## src/rtl/dsp_wresp_pkg.sv

```systemverilog
// Shared constants and order-entry packing helpers for the write-response dispatcher.
package dsp_wresp_pkg;

  localparam int unsigned ORDER_STRICT = 0;
  localparam int unsigned ORDER_PER_ID = 1;

  // An order entry is packed as {slv, id}.
  function automatic int unsigned order_entry_w(input int unsigned slv_id_w,
                                                input int unsigned id_w);
    return slv_id_w + id_w;
  endfunction

endpackage

```

## src/rtl/wresp_slv_fifo.sv

```systemverilog
// Per-slave response FIFO: synchronous active-high reset, first-word-fall-through head.
module wresp_slv_fifo #(
  parameter int unsigned WIDTH = 7,
  parameter int unsigned DEPTH = 4
) (
  input  logic             clk_i,
  input  logic             rst_i,
  input  logic             wr_en_i,
  input  logic [WIDTH-1:0] wr_data_i,
  input  logic             rd_en_i,
  output logic [WIDTH-1:0] rd_data_o,
  output logic             full_o,
  output logic             empty_o
);

  localparam int unsigned PTR_W = (DEPTH > 1) ? $clog2(DEPTH) : 1;
  localparam int unsigned CNT_W = $clog2(DEPTH + 1);

  logic [WIDTH-1:0] mem_q [DEPTH];
  logic [PTR_W-1:0] wr_ptr_q, wr_ptr_d;
  logic [PTR_W-1:0] rd_ptr_q, rd_ptr_d;
  logic [CNT_W-1:0] cnt_q, cnt_d;
  logic             wr, rd;

  assign full_o    = (cnt_q == CNT_W'(DEPTH));
  assign empty_o   = (cnt_q == '0);
  assign rd_data_o = mem_q[rd_ptr_q];

  always_comb begin
    wr       = wr_en_i & ~full_o;
    rd       = rd_en_i & ~empty_o;
    wr_ptr_d = wr_ptr_q;
    rd_ptr_d = rd_ptr_q;
    if (wr) wr_ptr_d = (wr_ptr_q == PTR_W'(DEPTH - 1)) ? '0 : wr_ptr_q + 1'b1;
    if (rd) rd_ptr_d = (rd_ptr_q == PTR_W'(DEPTH - 1)) ? '0 : rd_ptr_q + 1'b1;
    cnt_d = cnt_q + CNT_W'(wr) - CNT_W'(rd);
  end

  always_ff @(posedge clk_i) begin
    if (rst_i) begin
      wr_ptr_q <= '0;
      rd_ptr_q <= '0;
      cnt_q    <= '0;
    end else begin
      wr_ptr_q <= wr_ptr_d;
      rd_ptr_q <= rd_ptr_d;
      cnt_q    <= cnt_d;
    end
  end

  always_ff @(posedge clk_i) begin
    if (wr) mem_q[wr_ptr_q] <= wr_data_i;
  end

endmodule

```

## src/rtl/dsp_wresp_id_order.sv

```systemverilog
// Write-response dispatcher: per-slave B buffering, collapsing {slv, id} order queue,
// strict or per-ID ordered return to the master through a registered B port.
module dsp_wresp_id_order
  import dsp_wresp_pkg::*;
#(
  parameter int unsigned SLV_AMT         = 2,
  parameter int unsigned OUTSTANDING_AMT = 8,
  parameter int unsigned RESP_FIFO_DEPTH = 4,
  parameter int unsigned TRANS_MST_ID_W  = 5,
  parameter int unsigned TRANS_WR_RESP_W = 2,
  parameter int unsigned ORDER_MODE      = ORDER_PER_ID,
  parameter int unsigned SLV_ID_W        = (SLV_AMT > 1) ? $clog2(SLV_AMT) : 1,
  parameter int unsigned CNT_W           = $clog2(OUTSTANDING_AMT + 1)
) (
  input  logic                                 ACLK_i,
  input  logic                                 ARESET_i,
  input  logic [SLV_ID_W-1:0]                  dsp_AW_slv_id_i,
  input  logic [TRANS_MST_ID_W-1:0]            dsp_AW_mst_id_i,
  input  logic                                 dsp_AW_shift_en_i,
  output logic                                 dsp_AW_stall_o,
  input  logic [TRANS_MST_ID_W*SLV_AMT-1:0]    sa_BID_i,
  input  logic [TRANS_WR_RESP_W*SLV_AMT-1:0]   sa_BRESP_i,
  input  logic [SLV_AMT-1:0]                   sa_BVALID_i,
  output logic [SLV_AMT-1:0]                   sa_BREADY_o,
  output logic [TRANS_MST_ID_W-1:0]            m_BID_o,
  output logic [TRANS_WR_RESP_W-1:0]           m_BRESP_o,
  output logic                                 m_BVALID_o,
  input  logic                                 m_BREADY_i,
  output logic [CNT_W-1:0]                     outstanding_cnt_o,
  output logic                                 err_overflow_o
);

  localparam int unsigned ID_W    = TRANS_MST_ID_W;
  localparam int unsigned RW      = TRANS_WR_RESP_W;
  localparam int unsigned ENTRY_W = order_entry_w(SLV_ID_W, ID_W);
  localparam int unsigned FIFO_W  = ID_W + RW;
  localparam int unsigned IDX_W   = $clog2(OUTSTANDING_AMT);

  logic [ENTRY_W-1:0]  queue_q [OUTSTANDING_AMT];
  logic [ENTRY_W-1:0]  queue_d [OUTSTANDING_AMT];
  logic [CNT_W-1:0]    count_q, count_d;
  logic                bvalid_q, bvalid_d;
  logic [ID_W-1:0]     bid_q, bid_d;
  logic [RW-1:0]       bresp_q, bresp_d;
  logic                err_q, err_d;

  logic [SLV_AMT-1:0]  fifo_full, fifo_empty, fifo_rd;
  logic [FIFO_W-1:0]   fifo_head [SLV_AMT];

  logic                q_full, load_ok, push, pop;
  logic                sel_found, elig;
  logic [IDX_W-1:0]    sel_idx;
  logic [SLV_ID_W-1:0] sel_slv, ent_slv;
  logic [ID_W-1:0]     ent_id;
  logic [CNT_W-1:0]    wr_idx;

  for (genvar s = 0; s < SLV_AMT; s++) begin : g_slv
    wresp_slv_fifo #(
      .WIDTH (FIFO_W),
      .DEPTH (RESP_FIFO_DEPTH)
    ) u_fifo (
      .clk_i     (ACLK_i),
      .rst_i     (ARESET_i),
      .wr_en_i   (sa_BVALID_i[s]),
      .wr_data_i ({sa_BID_i[s*ID_W +: ID_W], sa_BRESP_i[s*RW +: RW]}),
      .rd_en_i   (fifo_rd[s]),
      .rd_data_o (fifo_head[s]),
      .full_o    (fifo_full[s]),
      .empty_o   (fifo_empty[s])
    );
  end

  assign sa_BREADY_o = ~fifo_full;

  // Oldest eligible entry wins; in per-ID mode an older entry with the same ID blocks.
  always_comb begin
    sel_found = 1'b0;
    sel_idx   = '0;
    sel_slv   = '0;
    elig      = 1'b0;
    ent_slv   = '0;
    ent_id    = '0;
    for (int i = 0; i < OUTSTANDING_AMT; i++) begin
      ent_slv = queue_q[i][ENTRY_W-1 -: SLV_ID_W];
      ent_id  = queue_q[i][ID_W-1:0];
      elig    = (CNT_W'(i) < count_q) && ((ORDER_MODE == ORDER_PER_ID) || (i == 0));
      if (elig) begin
        elig = ~fifo_empty[ent_slv] && (fifo_head[ent_slv][FIFO_W-1 -: ID_W] == ent_id);
      end
      if (ORDER_MODE == ORDER_PER_ID) begin
        for (int j = 0; j < i; j++) begin
          if (queue_q[j][ID_W-1:0] == ent_id) elig = 1'b0;
        end
      end
      if (elig && !sel_found) begin
        sel_found = 1'b1;
        sel_idx   = IDX_W'(i);
        sel_slv   = ent_slv;
      end
    end
  end

  always_comb begin
    q_full  = (count_q == CNT_W'(OUTSTANDING_AMT));
    load_ok = ~bvalid_q | m_BREADY_i;
    pop     = load_ok & sel_found;
    push    = dsp_AW_shift_en_i & ~q_full;
    wr_idx  = pop ? count_q - 1'b1 : count_q;
    err_d   = err_q | (dsp_AW_shift_en_i & q_full);
    count_d = count_q + CNT_W'(push) - CNT_W'(pop);

    for (int i = 0; i < OUTSTANDING_AMT; i++) queue_d[i] = queue_q[i];
    // Collapse entries above the popped slot, then place the new entry at the tail.
    for (int i = 0; i < OUTSTANDING_AMT - 1; i++) begin
      if (pop && (IDX_W'(i) >= sel_idx)) queue_d[i] = queue_q[i+1];
    end
    for (int i = 0; i < OUTSTANDING_AMT; i++) begin
      if (push && (CNT_W'(i) == wr_idx)) queue_d[i] = {dsp_AW_slv_id_i, dsp_AW_mst_id_i};
    end

    for (int s = 0; s < SLV_AMT; s++) fifo_rd[s] = pop && (sel_slv == SLV_ID_W'(s));

    bvalid_d = bvalid_q;
    bid_d    = bid_q;
    bresp_d  = bresp_q;
    if (load_ok) begin
      bvalid_d = sel_found;
      if (sel_found) begin
        bid_d   = fifo_head[sel_slv][FIFO_W-1 -: ID_W];
        bresp_d = fifo_head[sel_slv][RW-1:0];
      end
    end
  end

  always_ff @(posedge ACLK_i) begin
    if (ARESET_i) begin
      count_q  <= '0;
      bvalid_q <= 1'b0;
      bid_q    <= '0;
      bresp_q  <= '0;
      err_q    <= 1'b0;
    end else begin
      count_q  <= count_d;
      bvalid_q <= bvalid_d;
      bid_q    <= bid_d;
      bresp_q  <= bresp_d;
      err_q    <= err_d;
    end
  end

  // Entry payload needs no reset; validity comes from count_q.
  always_ff @(posedge ACLK_i) begin
    for (int i = 0; i < OUTSTANDING_AMT; i++) queue_q[i] <= queue_d[i];
  end

  assign dsp_AW_stall_o    = q_full;
  assign m_BID_o           = bid_q;
  assign m_BRESP_o         = bresp_q;
  assign m_BVALID_o        = bvalid_q;
  assign outstanding_cnt_o = count_q;
  assign err_overflow_o    = err_q;

endmodule
```

## config.mk

```make
export PLATFORM = sky130hd
export DESIGN_NAME = dsp_wresp_id_order
export DESIGN_NICKNAME = d
export VERILOG_FILES = /design/src/rtl/dsp_wresp_pkg.sv /design/src/rtl/wresp_slv_fifo.sv /design/src/rtl/dsp_wresp_id_order.sv
export SDC_FILE = /design/constraint.sdc
export NUM_CORES = 1
export LEC_CHECK = 0
export BUFFER_PORTS_ARGS = -buffer_cell sky130_fd_sc_hd__buf_2
export CORE_MARGIN = 4
export CORE_UTILIZATION = 63
export DETAILED_ROUTE_END_ITERATION = 8
export PLACE_DENSITY = 0.81
export SETUP_SLACK_MARGIN = 0.5
export SYNTH_ARGS = -nofsm -noshare
export SYNTH_HDL_FRONTEND = slang
export SYNTH_SLANG_ARGS = --single-unit
```

## constraint.sdc

```tcl
create_clock -name ACLK_i -period 5.2 [get_ports ACLK_i]
set_clock_uncertainty 0.15 [all_clocks]
set_input_delay 0.78 -clock ACLK_i [delete_from_list [all_inputs] [get_ports ACLK_i]]
set_output_delay 0.78 -clock ACLK_i [all_outputs]
set_load 0.01 [all_outputs]
```

# Word-level counts from Yosys, hierarchy flattened
# Memory sizes are Yosys's and may differ from the RTL's. A register that Yosys moved wholly into a read port is not among the register bits.
# Index checks and enable logic that the tools add are counted.
# classes
add_sub_neg	11
order_cmp	32
n_eq_ne	50
mux	130
bitwise_logic	34
reduce_logical	43
# op_table
operator	count
$mux W7	27
$eq A5 B5 Y1	36
$mux W6	15
$mux W1	73
$logic_and A1 B1 Y1	32
$mux W2	10
$ge A2 B2 Y1 const B	9
$not A1 Y2	9
$eq A3 B4 Y1 const A	4
$lt A1 B2 Y1 const B	8
$lt A3 B4 Y1 const A	4
$not A1 Y1	15
$mux W3	4
$ge A3 B3 Y1 const A	3
$add A2 B1 Y2 const B	4
$eq A2 B2 Y1 const B	4
$eq A2 B4 Y1 const A	2
$lt A1 B4 Y1 const A	2
$lt A2 B4 Y1 const A	2
$and A1 B1 Y1	7
$logic_not A1 Y1	7
$add A3 B1 Y3	2
$eq A3 B3 Y1 const B	2
$ge A1 B3 Y1 const A	2
13 further kinds	17
# word_totals
reg_bits	27
mem_bits_rw	104
mem_count	3
# mem_list
memory	words	width	rd	rd_ports_with_merged_regs	wr	line	text
queue_q	8	6	8	0	8	dsp_wresp_id_order.sv:39	logic [ENTRY_W-1:0] queue_q [OUTSTANDING_AMT];
g_slv[0].u_fifo.mem_q	4	7	1	1	1	wresp_slv_fifo.sv:19	logic [WIDTH-1:0] mem_q [DEPTH];
g_slv[1].u_fifo.mem_q	4	7	1	1	1	wresp_slv_fifo.sv:19	

# Depth between registers and ports, before layout
# Gate-level depths: netlist of the first run.
# An unclocked memory read counts as a cell.
# logic_depth
depth_word	35
depth_mapped	21
depth_no_buf	19

# By module
# Synthesis of the first run repeated with hierarchy kept, for this count alone.
# unflattened
hier_cells	812
hier_area_um2	9195.1
# modules_own_cells
mod	instances	cells_each	area_each_um2	seq_area_each_um2
dsp_wresp_id_order	1	637	6204.7	1701.6
wresp_slv_fifo (g_slv[0].u_fifo)	1	88	1495.2	1021.0
wresp_slv_fifo (g_slv[1].u_fifo)	1	87	1495.2	1021.0

# Least setup slack after synthesis of the first run
# No wires, ideal clock.
# synth_path
path_kind	register -> register
from	register with a tool-made name
to	register g_slv[0].u_fifo.cnt_q[2]
t_arrival_ps	4044
slack_ps	878
path_stages_with_launch	21
path_buffers	3
synth_period_minus_slack_ps	4322
cell_sequence	dfxtp_1 -> buf_6 -> mux4_2 -> buf_2 -> mux2i_1 -> xnor2_1 -> nor4_1 -> nand4_1 -> a2111oi_0 -> and2_1 -> o211a_1 -> buf_2 -> nor2_1 -> ha_1 -> inv_1 -> ha_1 -> inv_1 -> fa_1 -> xor2_1 -> xnor2_1 -> nor2_1
# synth_rtl
item	line	text
end signal: assignment	wresp_slv_fifo.sv:47	cnt_q <= cnt_d;
end: declaration	wresp_slv_fifo.sv:22	logic [CNT_W-1:0] cnt_q, cnt_d;

==> impl_results.md, run 1 <==
* Hold bufs inserted after CTS at 0
* Antenna diode count at 0
* Synth area leaders: edfxtp_1 34%, xnor2_1 12%, xor2_1 8.1%
* Syn Inst Count at 830
* Complex-gate fraction of the synthesized area at 0.0629
* Fin crit share at 0.909
* Simple-gate share of the synthesized area at 0.111
* Post-synthesis sequential area ratio at 0.410
* DP Worst Slack at 0.339 ns
* Slew headroom at 0.199
* Initial antenna violation count at 0
* First-pass GRT wire length at ~38,000 um
* Area grow syn2layout at 15.9%
* GRT overflow at 0
* IO Port Bufs at between 40 and 50
* Min Hold Slack at between 0.3 and 0.4 ns
* Vias in the first global route at approximately 6,700
* Critical path, cell by cell: mux4_2, buf_4, mux2i_1, xnor2_1, nor4_1, nand4_1, a2111oi_2, and2_1, o211a_1, nor2_1, ha_1, inv_1, ha_1, inv_1, fa_1, xor2_2, xnor2_1, nor2_1
* IO Count at 42
* Worst path buffer plus inverter count at 3
* Yosys reg bits at approximately 140
* Die Area at 16,500 um^2
* Status: finished clean
* Post-Synth XOR/XNOR Area at 0.199
* FFs w/ async S/R, synth at 0
* Commonest non-fill, non-tap cell in the layout: xnor2_1
* Total power at roughly 5.6 mW
* Mux contribution to synthesized area at 0.124
* Placed cell areas at approximately 9300 um^2
* Die W at about 130 um
* Power Dens Cells at 530 nW/um^2
* Clk slew on worst S/H paths at ~0.060 ns
* Minimum clock period at 4.73 ns
* Cell area after synthesis at roughly 9100 um^2
* Critical Path AT at slightly below 5 ns
* Primary FF master, synth: edfxtp_1
* Final setup viols at 0
* GRT Util Overall at 0.310
* Dpl hpwl at around 17,000 um
* RSZ-0062 raised after global routing: no
* Die height at 128 um
* Measured slew at the worst slew-check pin at 1.19 ns
* Synth area leader: edfxtp_1
* Adder-cell area share of the yosys netlist at 0.0422
* Crit path max fanout at 10
* Synthesis warning total at 0
* Drt drc at 0
* Clock sink count at roughly 140
* Hold Path Class: flop to flop
* Worst path max stage delay at 0.53 ns
* Starting density of the core at 0.650
* # nets final at 950
* Fmax at about 0.21 GHz
* Crit. End Element: flop
* Root Buffer: clkbuf_16
* LEAKAGE at between 3 and 4 nW
* Post-synth cell types at 61
* Max Cap Viol at 0
* Synthesized Nets at ~890
* Post-DRT Antenna Nets at 0
* Final Hold Vio Count at 0
* Peak supply drop at roughly 350 uV
* Drt initial violations at between 800 and 900
* Routed wire per std cell at ~25 um
* Drt via density at 6.58
* Post-synth EDFFs at 104
* CTS tree: yes
* Num CTS Buffers at 17
* Worst EP required at roughly 5.4 ns
* Commonest cells after routing, fill and taps aside: 123 x xnor2_1, 104 x edfxtp_1, 83 x xor2_1, 75 x buf_4, 41 x buf_2
* H-Tree Depth at 4
* Final Cell Area at 10,600 um^2
* Crit-path slowest cell: mux4_2
* Largest net degree at the start of global routing at 28
* Core area at between 10,000 and 15,000 um^2
* Critical path class: flop to flop
* Post-Syn Area per Cell at 11.0 um^2
* CP top delay family: simple AND/OR/NAND/NOR gates
* Skew-Pair Late Insertion Delay at 0.43 ns
* Detailed Routing Iterations Pass 1 at 5
* Row Count at 43
* Setup ws final at around 0.47 ns
* Max clock buf depth at 2
* Area share of the largest cell type after synthesis at 0.342
* Startpoint Class: flop
* Main combinational cell family by area after synthesis: XOR/XNOR gates
* Fin. max-slew vios at 0
* Setup TNS at 0 ns
* Vias after detailed routing at 7,159
* Fraction of layout cells with a size suffix above 1 at 0.257
* Routed WL at between 20,000 and 30,000 um
* Global placer's final weighted congestion at about 1
-- cell type report --
| cell class | count | area [um^2] |
|---|---|---|
| flip-flops and latches | 135 | 3760 |
| multi-input cells | 598 | 5090 |
| clock inverters | 15 | 160 |
| clock buffers | 17 | 425 |
| repair buffers | 119 | 828 |
| well taps | 180 | 225 |
| inverters | 24 | 92.6 |
| fillers | 915 | 3460 |
-- synth_stat cells (all sizes together), types with 2 or more instances --
master   number
buf          36
or4           3
o2bb2ai       2
a21o          3
and4          4
xor2         84
nand2        38
o31ai         2
nor2         25
mux2i        28
and3          9
clkbuf       41
a311oi       10
nand2b        3
nor4         11
ha           26
nand3b        4
edfxtp      104
a2111oi       5
o211ai        4
dfxtp        31
o21ai        13
or3           4
fa            3
and2          5
mux2         42
a31oi         2
o211a         2
nand4         8
a211oi        5
nand3        39
nor2b         8
a21oi        17
xnor2       123
nor3         33
a211o         2
inv          24
o21bai        2
mux4         14
-- cells by family after synthesis --
| family | Yosys count |
|---|---|
| compound gates | 78 |
| xor+xnor | 207 |
| fa+ha+maj | 29 |
| buf+inv | 101 |
| flops | 135 |
| mux | 84 |
| simple gates | 196 |
-- final timing paths --
| path | to | depth (start not counted) | slack, ns | startpoint |
|---|---|---|---|---|
| setup reg to reg | g_slv[0].u_fifo.cnt_q[2] | 18 | 0.47 | flop |
| setup / recovery | g_slv[0].u_fifo.cnt_q[2] | 18 | 0.47 | flop |
| hold reg to reg | err_overflow_o | 2 | 0.35 | err_overflow_o |
| hold / removal | err_overflow_o | 2 | 0.35 | err_overflow_o |
-- metal layers --
layer	wire length, um	GRT usage	up-vias
li1	-	-	3082
met1	10300	0.398	3457
met2	12500	0.500	503
met3	2480	0.0598	117
met4	1450	0.161	0
met5	0	0	-
-- registers in the layout (all words and copies together), names as in the netlist, named ones only --
| name | count |
|---|---|
| m_BVALID_o | 1 |
| g_slv.u_fifo.wr_ptr_q | 4 |
| g_slv.u_fifo.rd_ptr_q | 4 |
| g_slv.u_fifo.mem_q | 56 |
| queue_q | 48 |
| m_BID_o | 5 |
| outstanding_cnt_o | 4 |
| g_slv.u_fifo.cnt_q | 6 |
| err_overflow_o | 1 |
| m_BRESP_o | 2 |
-- worst min-delay path, delay by kind of cell (launching register included) --
| family | cells | cell delay (ns) |
|---|---|---|
| flip-flops | 1 | 0.34 |
| AND/OR/NAND/NOR | 1 | 0.07 |
| AO/OA/AOI/OAI | 1 | 0.05 |
-- repair_timing --
action,CTS,global route
setup endpoints to repair,36,54
pin swaps,0,5
gates resized for setup,3,24
endpoints found under the hold margin,0,0
gates cloned,0,4
setup buffers,0,66
-- power by group --
part           internal, mW  switching (mW)
clock                 0.680           0.517
combinational          1.23            1.27
sequential             1.44           0.470
-- through the flow --
stage,util,cells
3_5_place_dp,0.661,986
4_1_cts,0.703,1018
6_report,0.754,1088
2_1_floorplan,-,830
3_3_place_gp,0.661,986
5_1_grt,0.754,1088
Note: power is estimated with default switching activity, not from simulation.
==> run 2, diff against run 1 <==
CELL_PAD_IN_SITES_DETAIL_PLACEMENT = 0   (was not set)
CELL_PAD_IN_SITES_GLOBAL_PLACEMENT = 2   (was not set)
CORE_UTILIZATION = 42   (was 63)
PLACE_DENSITY = 0.8   (was 0.81)
==> impl_results.md, run 2 (synthesis gave the netlist of run 1 again) <==
* First-pass GRT wire length at 40,000 um (was 38,300 um)
* Fin crit share at 0.875 (was 0.909)
* Critical Path AT at 4.69 ns (was 4.87 ns)
* Slew headroom at 0.490 (was 0.199)
* IO Port Bufs at 41 (unchanged)
* Hold bufs inserted after CTS at 0 (unchanged)
* Worst reg2reg path depth at 17 (was 18)
* Row Count at 53 (was 43)
* Fmax at 0.220 GHz (was 0.212 GHz)
* Reg power frac at 0.332 (was 0.341)
* Min Hold Slack at 0.323 ns (was 0.351 ns)
* Crit-path slowest cell: edfxtp_1 (was mux4_2)
* Num CTS Buffers at 17 (unchanged)
* Setup ws final at 0.650 ns (was 0.473 ns)
* Post-layout util at 0.504 (was 0.754)
* Core area at 21,200 um^2 (was 14,000 um^2)
* Drt via density at 5.72 (was 6.58)
* Routed WL at 27,700 um (was 26,700 um)
* Worst path buffer plus inverter count at 2 (was 3)
* Sw power at 2.29 mW (was 2.26 mW)
* Routed wire per std cell at 23.4 um (was 24.6 um)
* Fraction of layout cells with a size suffix above 1 at 0.257 (about the same)
* Largest regs: g_slv.u_fifo.mem_q: 56 flops, queue_q: 48 flops, g_slv.u_fifo.cnt_q: 6 flops (unchanged)
* CP top delay family: simple AND/OR/NAND/NOR gates (unchanged)
* Hold Path Class: flop to flop (unchanged)
* Grt peak-use layer: met2 (unchanged)
* Commonest non-fill, non-tap cell in the layout: xnor2_1 (unchanged)
* Critical path, cell by cell: xnor2_1, nand3_1, nor3_1, nor4_1, nand4_1, a2111oi_2, and2_1, o211a_1, nor2_1, ha_1, inv_1, ha_1, inv_1, fa_1, xor2_1, xnor2_1, nor2_1 (was mux4_2, buf_4, mux2i_1, xnor2_1, nor4_1, nand4_1, a2111oi_2, and2_1, o211a_1, nor2_1, ha_1, inv_1, ha_1, inv_1, fa_1, xor2_2, xnor2_1, nor2_1)
* DP Worst Slack at 0.237 ns (was 0.339 ns)
* Skew-Pair Late Insertion Delay at 0.43 ns (about the same)
* Clock network power share at 0.215 (was 0.213)
* Measured slew at the worst slew-check pin at 0.765 ns (was 1.19 ns)
* Reg2Reg Setup Slack at 0.65 ns (was 0.47 ns)
* RSZ-0062 raised after global routing: yes (was no)
* Crit path max fanout at 9 (was 10)
* # nets final at 951 (was 950)
* Final Hold Vio Count at 0 (unchanged)
* Drt drc at 0 (unchanged)
* Final setup viols at 0 (unchanged)
* Peak supply drop at 250 uV (was 348 uV)
* H-Tree Depth at 4 (unchanged)
* Starting density of the core at 0.430 (was 0.650)
* Clk slew on worst S/H paths at 0.07 ns (was 0.06 ns)
* Max reg flops at 56 (unchanged)
* Crit. End Element: flop (unchanged)
* Setup TNS at 0 ns (unchanged)
* Hold path cells at 2 (unchanged)
* Comb power frac at 0.454 (was 0.446)
* Worst EP required at 5.34 ns (was 5.35 ns)
* Fin. max-slew vios at 0 (unchanged)
* Area grow syn2layout at 17.0% (was 15.9%)
* M3 GR Usage at 0.0314 (was 0.0598)
* Global placer's final weighted congestion at 0.906 (was 1.02)
* Sw frac at 0.408 (was 0.403)
* Die W at 155 um (was 128 um)
* IO Count at 42 (unchanged)
* GR met1 Demand/Resource at 0.304 (was 0.398)
* Dpl hpwl at 18,700 um (was 17,100 um)
* Hold path endpoint: err_overflow_o (unchanged)
* Vias in the first global route at 6,425 (was 6,699)
* GRT Util Overall at 0.219 (was 0.310)
* Minimum clock period at 4.55 ns (was 4.73 ns)
* Internal power at 3.32 mW (was 3.35 mW)
* Drt initial violations at 583 (was 847)
* Critical path class: flop to flop (unchanged)
* LEAKAGE at 3.94 nW (was 3.95 nW)
* Commonest cells after routing, fill and taps aside: 123 x xnor2_1, 104 x edfxtp_1, 84 x xor2_1, 75 x buf_4, 41 x buf_2 (was 123 x xnor2_1, 104 x edfxtp_1, 83 x xor2_1, 75 x buf_4, 41 x buf_2)
* Die height at 155 um (was 128 um)
* Startpoint Class: flop (unchanged)
* Power Dens Cells at 525 nW/um^2 (was 530 nW/um^2)
* Status: finished clean (unchanged)
* Hold Path Origin: err_overflow_o (unchanged)
* Max clock buf depth at 2 (unchanged)
* Largest net degree at the start of global routing at 28 (unchanged)
* Vias after detailed routing at 6,777 (was 7,159)
* Root Buffer: clkbuf_16 (unchanged)
* Post-DRT Antenna Nets at 0 (unchanged)
* Initial antenna violation count at 0 (unchanged)
* Die Area at 24,200 um^2 (was 16,500 um^2)
* Worst path max stage delay at 0.85 ns (was 0.53 ns)
* CTS tree: yes (unchanged)
* Register with the most flip-flops: g_slv.u_fifo.mem_q (unchanged)
* Detailed Routing Iterations Pass 1 at 5 (unchanged)
* FF-to-FF Start: queue_q[0][10]
* Antenna diode count at 0 (unchanged)
* Crit path launch: queue_q[0][10]
* Total power at 5.61 mW (about the same)
* Clock sink count at 135 (unchanged)
* Max Cap Viol at 0 (unchanged)
* Worst R2R End: g_slv[0].u_fifo.cnt_q[2] (unchanged)
* GRT overflow at 0 (unchanged)
* Grt met2 use at 0.348 (was 0.500)
[run 2: cell count changes in the layout (fill, tap and decap cells not counted), sizes merged]
cell,before,now
mux4,18,17
clkbuf,17,18
bufinv,1,0
buf,119,121
[run 2: worst register-to-register path: stages, from the launching register on]
cell       delay [ns]
edfxtp_1         0.85
xnor2_1          0.16
nand3_1          0.11
nor3_1           0.06
nor4_1           0.61
nand4_1          0.28
a2111oi_2        0.47
and2_1           0.21
o211a_1          0.20
nor2_1           0.06
ha_1             0.28
inv_1            0.05
ha_1             0.14
inv_1            0.05
fa_1             0.39
xor2_1           0.17
xnor2_1          0.13
nor2_1           0.05
[run 2: power by group through the flow]
stage / registers, mW / logic, mW / clock network [mW]
2_1_floorplan: 1.54 / 1.91 / 0
4_1_cts: 1.88 / 2.29 / 1.21
3_5_place_dp: 1.90 / 2.27 / 0
3_3_place_gp: 1.89 / 2.22 / 0
5_1_grt: 1.88 / 2.76 / 1.26
6_report: 1.86 / 2.54 / 1.20
[run 2: area by class of cell]
| cell class | count | area, um^2 |
|---|---|---|
| fillers | 1886 | 10500 |
| well taps | 275 | 344 |
| clock inverters | 14 | 130 |
| multi-input cells | 597 | 5050 |
| repair buffers | 121 | 868 |
| inverters | 24 | 92.6 |
| clock buffers | 18 | 439 |
| flip-flops and latches | 135 | 3760 |
[run 2: how the worst max path moves through the flow]
stage | end | slack, ns | cells after the start
3_5_place_dp | g_slv[0].u_fifo.cnt_q[2] | 0.24 | 17
2_1_floorplan | g_slv[0].u_fifo.cnt_q[2] | 0.88 | 20
3_3_place_gp | g_slv[0].u_fifo.cnt_q[2] | 0.40 | 17
6_report | g_slv[0].u_fifo.cnt_q[2] | 0.65 | 17
4_1_cts | g_slv[0].u_fifo.cnt_q[2] | 0.50 | 21
5_1_grt | g_slv[0].u_fifo.cnt_q[2] | 0.48 | 21
[run 2: routing by layer]
layer	wire [um]	vias to the layer above
met5	0	-
met4	908	0
met3	1640	56
met2	12900	251
met1	12300	3395
li1	-	3075
[run 2: repair_timing]
action / 4_1_cts / 5_1_grt
buffers inserted: 0 / 45
endpoints found under the setup margin: 4 / 26
hold endpoints to repair: 0 / 0
gates cloned: 0 / 3
resized for setup: 5 / 20
pin swaps: 0 / 5
[run 2: per-stage QoR]
step / cell area, um^2 / cells
final: 10700 / 1184
after global routing: 10700 / 1184
after CTS: 10200 / 1136
after detailed placement: 9610 / 1104
after global placement: 9610 / 1104
after floorplan: 9130 / 830
==> run 3, diff against run 2 <==
RECOVER_POWER = 25   (was not set)
==> impl_results.md, run 3 (synthesis gave the netlist of run 1 again) <==
* Status: finished clean (unchanged)
* IO Port Bufs at 41 (unchanged)
* Clock network power share at 0.214 (was 0.215)
* Slew headroom at 0.488 (was 0.490)
* Die height at 155 um (unchanged)
* Setup TNS at 0 ns (unchanged)
* Power Dens Cells at 526 nW/um^2 (was 525 nW/um^2)
* Fin crit share at 0.880 (was 0.875)
* Comb power frac at 0.453 (was 0.454)
* Min Hold Slack at 0.323 ns (about the same)
* Fin. max-slew vios at 0 (unchanged)
* Register with the most flip-flops: g_slv.u_fifo.mem_q (unchanged)
* Crit-path slowest cell: edfxtp_1 (unchanged)
* LEAKAGE at 3.89 nW (was 3.94 nW)
* Reg2Reg Setup Slack at 0.62 ns (was 0.65 ns)
* Core area at 21,200 um^2 (unchanged)
* RSZ-0062 raised after global routing: yes (unchanged)
* Die W at 155 um (unchanged)
* Hold Path Class: flop to flop (unchanged)
* Starting density of the core at 0.430 (unchanged)
* GRT Util Overall at 0.219 (unchanged)
* Crit. End Element: flop (unchanged)
* Hold bufs inserted after CTS at 0 (unchanged)
* Skew-Pair Late Insertion Delay at 0.43 ns (about the same)
* Internal power at 3.32 mW (about the same)
* CP top delay family: simple AND/OR/NAND/NOR gates (unchanged)
* Num CTS Buffers at 17 (unchanged)
* Vias after detailed routing at 6,727 (was 6,777)
* IO Count at 42 (unchanged)
* Max Cap Viol at 0 (unchanged)
* Global placer's final weighted congestion at 0.906 (unchanged)
* Critical path, cell by cell: xnor2_1, nand3_1, nor3_1, nor4_1, nand4_1, a2111oi_2, and2_1, o211a_1, nor2_1, ha_1, inv_1, ha_1, inv_1, fa_1, xor2_1, xnor2_1, nor2_1 (unchanged)
* Critical Path AT at 4.72 ns (was 4.69 ns)
* Drt initial violations at 618 (was 583)
* CTS tree: yes (unchanged)
* Detailed Routing Iterations Pass 1 at 5 (unchanged)
* Sw frac at 0.408 (about the same)
* Antenna diode count at 0 (unchanged)
* Commonest cells after routing, fill and taps aside: 123 x xnor2_1, 104 x edfxtp_1, 84 x xor2_1, 75 x buf_4, 39 x nand3_1 (was 123 x xnor2_1, 104 x edfxtp_1, 84 x xor2_1, 75 x buf_4, 41 x buf_2)
* # nets final at 951 (unchanged)
* Max reg flops at 56 (unchanged)
* Minimum clock period at 4.58 ns (was 4.55 ns)
* Final setup viols at 0 (unchanged)
* Worst path buffer plus inverter count at 2 (unchanged)
* Drt via density at 5.68 (was 5.72)
* Dpl hpwl at 18,700 um (unchanged)
* Sw power at 2.29 mW (about the same)
* Commonest non-fill, non-tap cell in the layout: xnor2_1 (unchanged)
* Post-DRT Antenna Nets at 0 (unchanged)
* H-Tree Depth at 4 (unchanged)
* Clock sink count at 135 (unchanged)
* Root Buffer: clkbuf_16 (unchanged)
* Largest regs: g_slv.u_fifo.mem_q: 56 flops, queue_q: 48 flops, g_slv.u_fifo.cnt_q: 6 flops (unchanged)
* Drt drc at 0 (unchanged)
* Fmax at 0.219 GHz (was 0.220 GHz)
* Area grow syn2layout at 16.7% (was 17.0%)
* GRT overflow at 0 (unchanged)
* Critical path class: flop to flop (unchanged)
* Largest net degree at the start of global routing at 28 (unchanged)
* Measured slew at the worst slew-check pin at 0.768 ns (was 0.765 ns)
* Fraction of layout cells with a size suffix above 1 at 0.235 (was 0.257)
* Peak supply drop at 249 uV (was 250 uV)
* Startpoint Class: flop (unchanged)
* Die Area at 24,200 um^2 (unchanged)
* First-pass GRT wire length at 40,000 um (unchanged)
* Routed wire per std cell at 23.4 um (about the same)
* Final Hold Vio Count at 0 (unchanged)
* Initial antenna violation count at 0 (unchanged)
* Total power at 5.61 mW (about the same)
* Vias in the first global route at 6,425 (unchanged)
* Clk slew on worst S/H paths at 0.07 ns (about the same)
* Worst EP required at 5.34 ns (about the same)
* Row Count at 53 (unchanged)
* Max clock buf depth at 2 (unchanged)
* Crit path max fanout at 9 (unchanged)
* Reg power frac at 0.332 (about the same)
* Worst path max stage delay at 0.85 ns (about the same)
* Routed WL at 27,700 um (about the same)
run 3: cell types whose count changed in the layout (fill, tap and decap cells not counted), sizes merged:
cell	change
clkbuf	+20
buf	-20
run 3: metal layers:
layer  GRT usage  share of wire  vias to the layer above
met4      0.0813          0.034                        0
li1            -              -                     3076
met3      0.0314          0.060                       61
met5           0              0                        -
met1       0.304           0.44                     3337
met2       0.348           0.46                      253
run 3: path summary, 6_finish.rpt:
path | from | end | depth (start not counted)
setup reg to reg | queue_q[0][10] | g_slv[0].u_fifo.cnt_q[2] | 17
setup / recovery | queue_q[0][10] | g_slv[0].u_fifo.cnt_q[2] | 17
hold / removal | err_overflow_o | err_overflow_o | 2
hold reg to reg | err_overflow_o | err_overflow_o | 2
run 3: worst register-to-register path: cells and delay by family, from the launching register on:
| family | cells | cell delay [ns] |
|---|---|---|
| buf+inv | 2 | 0.10 |
| flops | 1 | 0.85 |
| simple gates | 7 | 1.41 |
| compound gates | 2 | 0.67 |
| xor+xnor | 3 | 0.47 |
| fa+ha+maj | 3 | 0.81 |
run 3: timing repair:
item                       in CTS  in global routing
hold endpoints to repair        0                  0
setup endpoints to repair       4                 26
setup buffers                   0                 45
pin swaps                       0                  5
cloned                          0                  3
resized for setup               5                 20
run 3: stage by stage:
step                std cells  utilization  worst slack [ns]  cell area, um^2
finish                   1184        0.502             0.624            10700
CTS                      1136        0.480             0.502            10200
global placement         1104        0.453             0.399             9610
global route             1184        0.502             0.482            10700
floorplan                 830            -             0.878             9130
detailed placement       1104        0.453             0.237             9610
run 3: power by group through the flow:
stage	combinational, mW	clock [mW]	sequential, mW
3_5_place_dp	2.27	0	1.90
6_report	2.54	1.20	1.86
2_1_floorplan	1.91	0	1.54
4_1_cts	2.29	1.21	1.88
3_3_place_gp	2.22	0	1.89
5_1_grt	2.76	1.26	1.88
run 3: final cells by class:
class                      count  area [um^2]
clock buffer                  18          439
clock inverter                14          130
fill                        1890        10600
inverter                      24         92.6
multi-input combinational    597         5050
sequential                   135         3760
tap                          275          344
timing repair buffer         121          843
